File: src/rtl/mixer_pkg.sv
// Shared encoding for the carrier/code mixers and accumulators: input
// magnitude levels, product width and the magnitude lookup.
package mixer_pkg;

    localparam int unsigned IF_MAG_LO   = 1;
    localparam int unsigned IF_MAG_HI   = 3;
    localparam int unsigned CARR_MAG_LO = 1;
    localparam int unsigned CARR_MAG_HI = 2;
    localparam int unsigned MIX_MAG_W   = 3;

    // Exact product of the decoded magnitudes; the largest case (3 x 2 = 6)
    // fits in MIX_MAG_W bits, so no rounding or saturation is needed.
    function automatic logic [MIX_MAG_W-1:0] mix_mag_f(input logic if_mag,
                                                       input logic carrier_mag);
        logic [MIX_MAG_W-1:0] if_lvl;
        logic [MIX_MAG_W-1:0] carr_lvl;
        if_lvl   = if_mag      ? MIX_MAG_W'(IF_MAG_HI)   : MIX_MAG_W'(IF_MAG_LO);
        carr_lvl = carrier_mag ? MIX_MAG_W'(CARR_MAG_HI) : MIX_MAG_W'(CARR_MAG_LO);
        return if_lvl * carr_lvl;
    endfunction

endpackage

File: src/rtl/carrier_mixer_core.sv
// Combinational sign/magnitude multiplier: sign agreement via XNOR and the
// magnitude from the shared lookup.
module carrier_mixer_core
    import mixer_pkg::*;
(
    input  logic                 if_sign,
    input  logic                 if_mag,
    input  logic                 carrier_sign,
    input  logic                 carrier_mag,
    output logic                 mix_sign,
    output logic [MIX_MAG_W-1:0] mix_mag
);

    // Product is positive when both signs agree; magnitude comes from the table.
    always_comb begin
        mix_sign = ~(if_sign ^ carrier_sign);
        mix_mag  = mix_mag_f(if_mag, carrier_mag);
    end

endmodule

File: src/rtl/carrier_mixer.sv
// Carrier wipe-off for one tracking channel: multiplies the 2-bit IF sample by
// the 2-bit local carrier, optionally registering the sign/magnitude product
// so the downstream accumulator sees a clock-aligned input.
module carrier_mixer
    import mixer_pkg::*;
#(
    parameter bit OUT_REG = 1'b1
) (
    input  logic                 clk,
    input  logic                 rst,
    input  logic                 en,
    input  logic                 if_sign,
    input  logic                 if_mag,
    input  logic                 carrier_sign,
    input  logic                 carrier_mag,
    output logic                 mix_sign,
    output logic [MIX_MAG_W-1:0] mix_mag
);

    logic                 prod_sign;
    logic [MIX_MAG_W-1:0] prod_mag;

    carrier_mixer_core u_core (
        .if_sign      (if_sign),
        .if_mag       (if_mag),
        .carrier_sign (carrier_sign),
        .carrier_mag  (carrier_mag),
        .mix_sign     (prod_sign),
        .mix_mag      (prod_mag)
    );

    if (OUT_REG) begin : g_reg
        // Output register: reset wins over en, so a sample in flight is dropped;
        // mag 0 after reset means "no contribution".
        // NOTE: sequential state uses non-blocking assignments so every flop
        // samples pre-edge values regardless of statement order.
        always_ff @(posedge clk) begin
            if (rst) begin
                mix_sign <= 1'b0;
                mix_mag  <= '0;
            end else if (en) begin
                mix_sign <= prod_sign;
                mix_mag  <= prod_mag;
            end
        end
    end else begin : g_comb
        // clk, rst and en have no function in the combinational build.
        logic unused_ctrl;
        assign unused_ctrl = &{1'b0, clk, rst, en};

        // Pass the core product straight through; no reset value exists here.
        always_comb begin
            mix_sign = prod_sign;
            mix_mag  = prod_mag;
        end
    end

endmodule

File: config.mk
export PLATFORM = sky130hd
export DESIGN_NAME = carrier_mixer
export DESIGN_NICKNAME = d
export VERILOG_FILES = /design/src/rtl/mixer_pkg.sv /design/src/rtl/carrier_mixer_core.sv /design/src/rtl/carrier_mixer.sv
export SDC_FILE = /design/constraint.sdc
export NUM_CORES = 1
export LEC_CHECK = 0
export CORE_AREA = 2 2 39 41
export DETAILED_ROUTE_END_ITERATION = 16
export DIE_AREA = 0 0 41 43
export DONT_BUFFER_PORTS = 1
export PLACE_DENSITY = 0.3
export RECOVER_POWER = 100
export SLEW_MARGIN = 0
export SYNTH_ARGS = -nofsm -noshare
export SYNTH_HDL_FRONTEND = slang
export SYNTH_SLANG_ARGS = --single-unit
File: constraint.sdc
create_clock -name clk -period 0.9 [get_ports clk]
set_input_delay 0.135 -clock clk [delete_from_list [all_inputs] [get_ports clk]]
set_output_delay 0.135 -clock clk [all_outputs]
set_load 0.005 [all_outputs]
==> results of run 1 <==
==> worst paths after layout <==
check / to / cells past startpoint / from / slack, ns
worst min-delay path: mix_mag[2] / 2 / en / 0.08
worst max register to register: mix_mag[1] / 2 / mix_mag[1] / 0.23
worst max-delay path: mix_mag[0] / 2 / rst / 0.09
worst min register to register: mix_mag[1] / 2 / mix_mag[1] / 0.50
==> placed cells by master (no fill, tap or decap), drive strengths merged <==
cell type,n
a211oi,2
a21oi,1
clkbuf,3
dfxtp,4
dlygate4sd3,3
nand2b,2
nand3,1
nor2,3
o22ai,1
or2b,1
xor2,1
==> power by group <==
group          internal (mW)  total [mW]  switching, mW
Clock                  0.149       0.225         0.0757
Sequential             0.190       0.199        0.00889
Combinational         0.0239      0.0400         0.0161
Total                  0.363       0.464          0.101
==> registers in the layout (all words and copies together) (netlist names) <==
signal,cells
mix_mag,3
mix_sign,1
==> logic make-up after synthesis <==
family           Yosys count  share of synthesized area
flip-flops                 4                      0.508
XOR/XNOR                   1                     0.0556
AO/OA/AOI/OAI              4                      0.206
AND/OR/NAND/NOR            7                      0.230
==> stage by stage <==
step                worst slack [ns]  total power, mW
finish                        0.0932            0.464
floorplan                      0.285            0.220
CTS                           0.0610            0.482
global placement               0.228            0.224
detailed placement             0.227            0.225
global route                  0.0495            0.497
==> layer usage <==
metal  global-route usage  part of all wire  wire [um]
met5                    0                 0          0
met4               0.0800                 0          0
met3               0.0524              0.18         75
met2               0.0688              0.38        163
met1               0.0545              0.44        187
==> area by class of cell <==
type / count / area, um2 / area share
Multi-Input combinational cell: 12 / 82.6 / 0.351
Timing Repair Buffer: 3 / 30.0 / 0.128
Sequential cell: 4 / 80.1 / 0.340
Tap cell: 16 / 20.0 / 0.0851
Clock buffer: 3 / 22.5 / 0.0957
==> what timing repair did <==
action,CTS,global route
resized for setup,0,1
hold endpoints to repair,4,0
endpoints found under the setup margin,0,1
hold buffers,3,0
==> results.md, run 1 <==
* Hold Vio Cnt, Final at 0
* First-pass GRT wire length at 600 um
* Placed cells at 32
* CTS tree: built
* WL final at 426 um
* Max_cap viols at 0
* Tcrit/Tclk final at 0.896
* Worst vdd ir at between 0.6 and 0.7 mV
* WHS at 0.0756 ns
* Top cells by area, synth: dfxtp_1 51%, a211oi_1 9.5%, nand2b_1 7.9%, o22ai_2 7.9%, nor2_1 7.1%
* Chip height at ~43 um
* Post-Route Setup TNS at 0 ns
* Buf+Inv Stages, Crit Path at 1
* # IOs at 11
* Drt pass-1 iters at 3
* Routed length per instance at 11.2 um
* GP Congestion at 0.480
* Slew Limit Fails at 0
* ANT nets after route at 0
* Max stage delay on crit path at 0.61 ns
* Post-synth EDFFs at 0
* Antenna diodes at 0
* Filler cell count in the final layout at 150
* 1st-iter DRT viols at 1
* Post-Syn Instances at 16
* Final Non-Filler Cells at 38
* Drt via density at between 3 and 4
* Die span in x at a little over 40 um
* CP top delay family: buffers and inverters
* CP Launch Type: input port
* H-tree levels at 1
* Final Util at 0.170
* Share of layout cells above drive strength 1 at 0.227
* Syn Area/Cell at 9.85 um2
* Rel. slew slack at 0.864
* Vias in the first global route at 143
* Clock slew at reported path FFs at ~0.040 ns
* Count leader, synth: dfxtp_1
* Worst path arrival time at between 0.9 and 1 ns
* Initial antenna violation count at 0
* DRC violations left at 0
* Synthesized flop and latch total at 4
* Yosys top cell area share at 0.508
* Global route overflow at 0
* Core area at 0.00138 mm2
* Netlist cell types at 9
* Row count at 14
* CTS Root Cell: clkbuf_4
* Min Clock Period, post-route at ~0.8 ns
* Nets at 31
* CP Max Fanout at 4
* Vias at ~150
* Post-Synthesis Net Count at 23
* CTS sink count at 4
* Final non-filler cell area at 235 um2
* Status: complete, no violations
* Pwr Density at slightly below 2000 mW/mm2
* Starting density of the core at 0.114
* Worst Hold Class: input port to register
* Die area at 0.00176 mm2
* Ys flop type: dfxtp_1
* Layout Area Growth over Synthesis at 49.2%
* Largest net degree at the start of global routing at 8
* PortBufs at 0
* Fraction of registers with async set/reset at 0
* RSZ-0062 raised after global routing: false
* Num CTS Buffers at 3
* Clock insertion delay at the later pin of the skew report at 0.24 ns
* Synth area leader: dfxtp_1
* Worst Path Class, Setup: input port to register
* Final setup fails at 0
* Least-Margin Pin Slew at approximately 0.20 ns
* Ys Warns at 0
* Post-synth top cells: 4 x dfxtp_1, 3 x nor2_1, 2 x a211oi_1, 2 x nand2b_1
* Maximum buffer depth of the clock tree at 2
* Leakage at approximately 0.084 nW
* Crit-path cells: dlygate4sd3_1 -> a211oi_2
* Sequential cell area fraction in the yosys report at 0.508
* Dpl cell area at 178 um2
* Worst Path Required at 1.06 ns
* Setup bufs post-CTS at 0
* Cell Area, Synth at between 150 and 200 um2
* Fmax at 1240 MHz
* CP Capture Type: register
* Worst Skew at 0 ns
* CP max-delay cell: dlygate4sd3_1
* GRT Total Usage at 0.0612
No activity file was read; power rests on OpenSTA's default activity.
==> inputs of run 2 (changes only) <==
--- a/config.mk
+++ b/config.mk
@@ -5,6 +5,7 @@
 export SDC_FILE = /design/constraint.sdc
 export NUM_CORES = 1
 export LEC_CHECK = 0
+export CAP_MARGIN = 20
 export CORE_AREA = 2 2 39 41
 export DETAILED_ROUTE_END_ITERATION = 16
 export DIE_AREA = 0 0 41 43
==> results of run 2 <==
Final layout, timing and power as in run 1 (identical DEF).
